`src/rtl/rca_wb_stage.sv`:
```
// Writeback buffer stage behind the ripple-carry adder: small FIFO of results tagged with Z/N/V flags.
// Optional macro RCA_WB_SAT_EN saturates overflowing sums on push instead of storing the wrapped value.
module rca_wb_stage #(
    parameter int WIDTH = 4,
    parameter int DEPTH = 2
) (
    input  logic             clk,
    input  logic             rst,
    input  logic             in_valid,
    output logic             in_ready,
    input  logic [WIDTH-1:0] SUM,
    input  logic             ovf,
    output logic             out_valid,
    input  logic             out_ready,
    output logic [WIDTH-1:0] RESULT,
    output logic             flag_z,
    output logic             flag_n,
    output logic             flag_v,
    output logic             ovf_sticky,
    input  logic             clr_sticky
);

    localparam int PW = $clog2(DEPTH);
    localparam int CW = $clog2(DEPTH + 1);
    localparam int EW = WIDTH + 3;

    // Entry layout: {V, N, Z, data}
    logic [EW-1:0]    r_mem [DEPTH];
    logic [EW-1:0]    r_head;
    logic [PW-1:0]    r_wptr;
    logic [PW-1:0]    r_rptr;
    logic [CW-1:0]    r_count;
    logic             r_sticky;

    logic             w_push;
    logic             w_pop;
    logic [WIDTH-1:0] w_data;
    logic [EW-1:0]    w_entry;
    logic [PW-1:0]    w_rptr_nxt;
    logic [CW-1:0]    w_count_nxt;

    assign in_ready  = (r_count != CW'(DEPTH));
    assign out_valid = (r_count != '0);
    assign w_push    = in_valid & in_ready;
    assign w_pop     = out_valid & out_ready;

`ifdef RCA_WB_SAT_EN
    localparam logic [WIDTH-1:0] SAT_POS = {1'b0, {(WIDTH-1){1'b1}}};
    localparam logic [WIDTH-1:0] SAT_NEG = {1'b1, {(WIDTH-1){1'b0}}};
    // A set MSB on an overflowing sum means a positive result wrapped negative.
    assign w_data = ovf ? (SUM[WIDTH-1] ? SAT_POS : SAT_NEG) : SUM;
`else
    assign w_data = SUM;
`endif

    assign w_entry = {ovf, w_data[WIDTH-1], (w_data == '0), w_data};

    always_comb begin
        w_rptr_nxt  = r_rptr;
        w_count_nxt = r_count;
        if (w_pop)
            w_rptr_nxt = r_rptr + PW'(1);
        if (w_push && !w_pop)
            w_count_nxt = r_count + CW'(1);
        else if (w_pop && !w_push)
            w_count_nxt = r_count - CW'(1);
    end

    // The head is registered so the outputs keep the last popped entry while empty;
    // the incoming entry becomes the head when it lands in the slot the read pointer moves to.
    always_ff @(posedge clk) begin
        if (rst) begin
            r_wptr   <= '0;
            r_rptr   <= '0;
            r_count  <= '0;
            r_head   <= '0;
            r_sticky <= 1'b0;
        end else begin
            if (w_push) begin
                r_mem[r_wptr] <= w_entry;
                r_wptr        <= r_wptr + PW'(1);
            end
            r_rptr  <= w_rptr_nxt;
            r_count <= w_count_nxt;
            if (w_count_nxt != '0)
                r_head <= (w_push && (r_wptr == w_rptr_nxt)) ? w_entry : r_mem[w_rptr_nxt];
            if (w_push && ovf)
                r_sticky <= 1'b1;
            else if (clr_sticky)
                r_sticky <= 1'b0;
        end
    end

    assign RESULT     = r_head[WIDTH-1:0];
    assign flag_z     = r_head[WIDTH];
    assign flag_n     = r_head[WIDTH+1];
    assign flag_v     = r_head[WIDTH+2];
    assign ovf_sticky = r_sticky;

endmodule

```
`config.mk`:
```
export PLATFORM = sky130hd
export DESIGN_NAME = rca_wb_stage
export DESIGN_NICKNAME = d
export VERILOG_FILES = /design/src/rtl/rca_wb_stage.sv
export SDC_FILE = /design/constraint.sdc
export NUM_CORES = 1
export LEC_CHECK = 0
export BUFFER_PORTS_ARGS = -buffer_cell sky130_fd_sc_hd__buf_2
export CAP_MARGIN = 40
export CORE_ASPECT_RATIO = 1.25
export CORE_MARGIN = 2
export CORE_UTILIZATION = 54
export CTS_BUF_LIST = sky130_fd_sc_hd__clkbuf_16
export DETAILED_ROUTE_END_ITERATION = 10
export PLACE_DENSITY_LB_ADDON = 0.3
export SLEW_MARGIN = 20
export SYNTH_ARGS = -nofsm -noshare
export SYNTH_HDL_FRONTEND = slang
export SYNTH_SLANG_ARGS = --single-unit
export TNS_END_PERCENT = 50
```
`constraint.sdc`:
```
create_clock -name clk -period 2.05 [get_ports clk]
set_input_delay 0.3075 -clock clk [delete_from_list [all_inputs] [get_ports clk]]
set_output_delay 0.3075 -clock clk [all_outputs]
set_load 0.1 [all_outputs]
```
==> impl_results.md <==
- Post-route ant nets: 0
- Area leader, netlist: edfxtp_1
- Worst skew pair latency: about 0.26 ns
- Most frequent cells in the layout: buf_2 (19), nor2_1 (12), edfxtp_1 (12)
- Slew HR: ~64%
- Initial DRC count: 23
- Flops & latches, synth: 23
- Fin crit share: approximately 94%
- Post-CTS Setup Repair Bufs: 0
- Power Total: between 0.002 and 0.0025 W
- Hold path start: SUM[1]
- Post-synth EDFFs: 12
- Gate Count Post-Synth: ~120
- Largest net degree at the start of global routing: 25
- RSZ-0062 raised after global routing: false
- Row count: 19
- CTS buffer count: 3
- CP Class: reg2reg
- Reg-to-reg slack, setup: around 0.12 ns
- Leading register cell type out of synthesis: edfxtp_1
- WL per Instance: ~13 um
- Number of antenna violations at the first check in global routing: 0
- GRT overflow: 0
- Core area: approximately 2200 um2
- Layout cells sized above 1: about a quarter
- WP data required: ~2.2 ns
- Min-Delay Path Class: in2reg
- Final hold vios: 0
- Final #Nets: approximately 150
- Critical Path AT: ~2.1 ns
- Antenna Diode Count: 0
- Skew final: about 0.0023 ns
- Fin. max-slew vios: 0
- Via count: roughly 940
- Cell Area, Synth: between 1000 and 1500 um2
- Clock tree buffer depth: 2
- FF-to-FF path depth: 7
- Die W: between 40 and 50 um
- Drt via density: 5.52
- GR Util All Layers: between 10% and 20%
- TritonRoute pass-1 iters: 4
- Worst hold path endpoint: r_mem[0][1]$_DFFE_PP_
- PwrDens: approximately 1600 nW/um2
- Outcome: completed
- Actual slew at the worst max-slew pin: between 0.5 and 0.6 ns
- CTS tree: yes
- Highest clock rate: 519 MHz
- WHS Path Cells: 1
- Chip Height: around 57 um
- H-tree levels: 1
- Endpoints failing setup: 0
- Cell Count, Final, Fillers Out: 170
- # placed instances: between 150 and 200
- Area growth, synth to finish: 17.0%
- I/O Buffers: 19
- FF-to-FF End: r_head[6]$_SDFFE_PP0P_
- Critical R2R Launch: r_count[0]$_SDFF_PP0_
- Synth Net Count: between 100 and 150
- Layout Utilization: 65.8%
- Post-CTS Hold Fix Bufs: 0
- First-pass GRT wire length: approximately 3800 um
- HPWL Detailed: between 1500 and 2000 um
- Vias in the first global route: around 900
- Yosys warnings: 0
- Clk sinks: 23
- VDD IR-drop max: between 0.9 and 1 mV
- Routed Wire Length: 2150 um
- Static leakage: approximately 0.56 nW
- Setup crit start kind: register
- Fillers: 185
- Starting Density: 56.3%
- Clk pin slew, worst setup/hold paths: 0.06 ns
- Tmin final: about 1.9 ns
- DRC Markers: 0
- Pre-CTS WS: -0.0571 ns
- Die area: 2650 um2
- GP Congestion: roughly 0.79
- Avg Cell Area, Syn: 10.1 um2
- Number of max-cap violations: 0
- Clock root cell: clkbuf_16
- Ranking of synthesized cells by area: edfxtp_1 (30%), dfxtp_1 (18%), a311oi_2 (6.2%)
- Distinct cell type count after synthesis: 35
- Setup slack after layout: 0.125 ns
- Most common cell after layout, fill and taps aside: buf_2
- Synth top area share: 29.6%
- Crit Path Max Fanout: 12
- Post-synthesis sequential area ratio: between 40% and 50%
- Ys async rst share: 0%
- Crit end category: register
- Io pins: 20
[final cells by class]
class	count	area, um2	share of cell area, %
flip-flops and latches	23	582	40.9
multi-input cells	82	581	40.8
clock buffers	3	75.1	5.27
repair buffers	21	110	7.73
well taps	31	38.8	2.72
clock inverters	1	3.75	0.264
inverters	9	33.8	2.37
[critical path, stage by stage, from the launching register on]
cell and delay (ns):
dfxtp_2 0.35, inv_2 0.06, ha_1 0.25, nand2b_1 0.21
or4_1 0.49, o211a_4 0.21, nand2b_1 0.16, a21oi_1 0.13
[through the flow]
stage               area (um2)  hold WS [ns]  setup TNS (ns)
floorplan                 1220         0.375               0
global placement          1330         0.475               0
detailed placement        1330         0.467          -0.206
CTS                       1420         0.248               0
global route              1420         0.257               0
finish                    1420         0.249               0
[power by group]
group | leakage, nW | total, W | internal, W | switching, W
Clock | 0.0423 | 0.000414 | 0.000260 | 0.000154
Combinational | 0.315 | 0.00122 | 0.000319 | 0.000906
Sequential | 0.202 | 0.000645 | 0.000579 | 0.0000652
[cell families after synthesis]
group | after synthesis | share of synthesized area (%)
mux | 1 | 0.822
simple gates | 48 | 21.8
fa+ha+maj | 2 | 2.06
xor+xnor | 4 | 3.50
compound gates | 27 | 18.0
flops | 23 | 47.7
buf+inv | 16 | 6.17
[layer usage]
metal,up-vias,global-route usage (%),wire [um]
met2,23,31.3,1060
met3,5,4.11,102
met5,-,0,0
met1,437,24.6,933
li1,473,-,-
met4,0,9.80,51
[sequential cells by signal, indices dropped and copies added, names as in the netlist]
register and count:
r_mem 12, ovf_sticky 1, r_rptr 1, r_head 6, r_count 2, r_wptr 1
[synthesized netlist by cell type, drive strengths merged, types with 6 or more instances]
library cell and n:
a21oi 8, a311oi 6, and2 8, buf 6
dfxtp 11, edfxtp 12, inv 9, nor2 12
nor3 7
[repair_timing]
action,in CTS,in global routing
setup endpoints to repair,6,6
gates resized for setup,1,3
pin swaps,0,0
[worst max-delay path by stage]
stage / startpoint / end / slack, ns
floorplan: r_count[0]$_SDFF_PP0_ / r_head[6]$_SDFFE_PP0P_ / 0.20
global placement: r_count[0]$_SDFF_PP0_ / r_head[1]$_SDFFE_PP0P_ / 0.06
detailed placement: r_count[0]$_SDFF_PP0_ / r_head[5]$_SDFFE_PP0P_ / -0.06
CTS: r_count[0]$_SDFF_PP0_ / r_head[6]$_SDFFE_PP0P_ / 0.07
global route: r_count[0]$_SDFF_PP0_ / r_head[6]$_SDFFE_PP0P_ / 0.007
finish: r_count[0]$_SDFF_PP0_ / r_head[6]$_SDFFE_PP0P_ / 0.12
No activity file was read; power rests on OpenSTA's default activity.
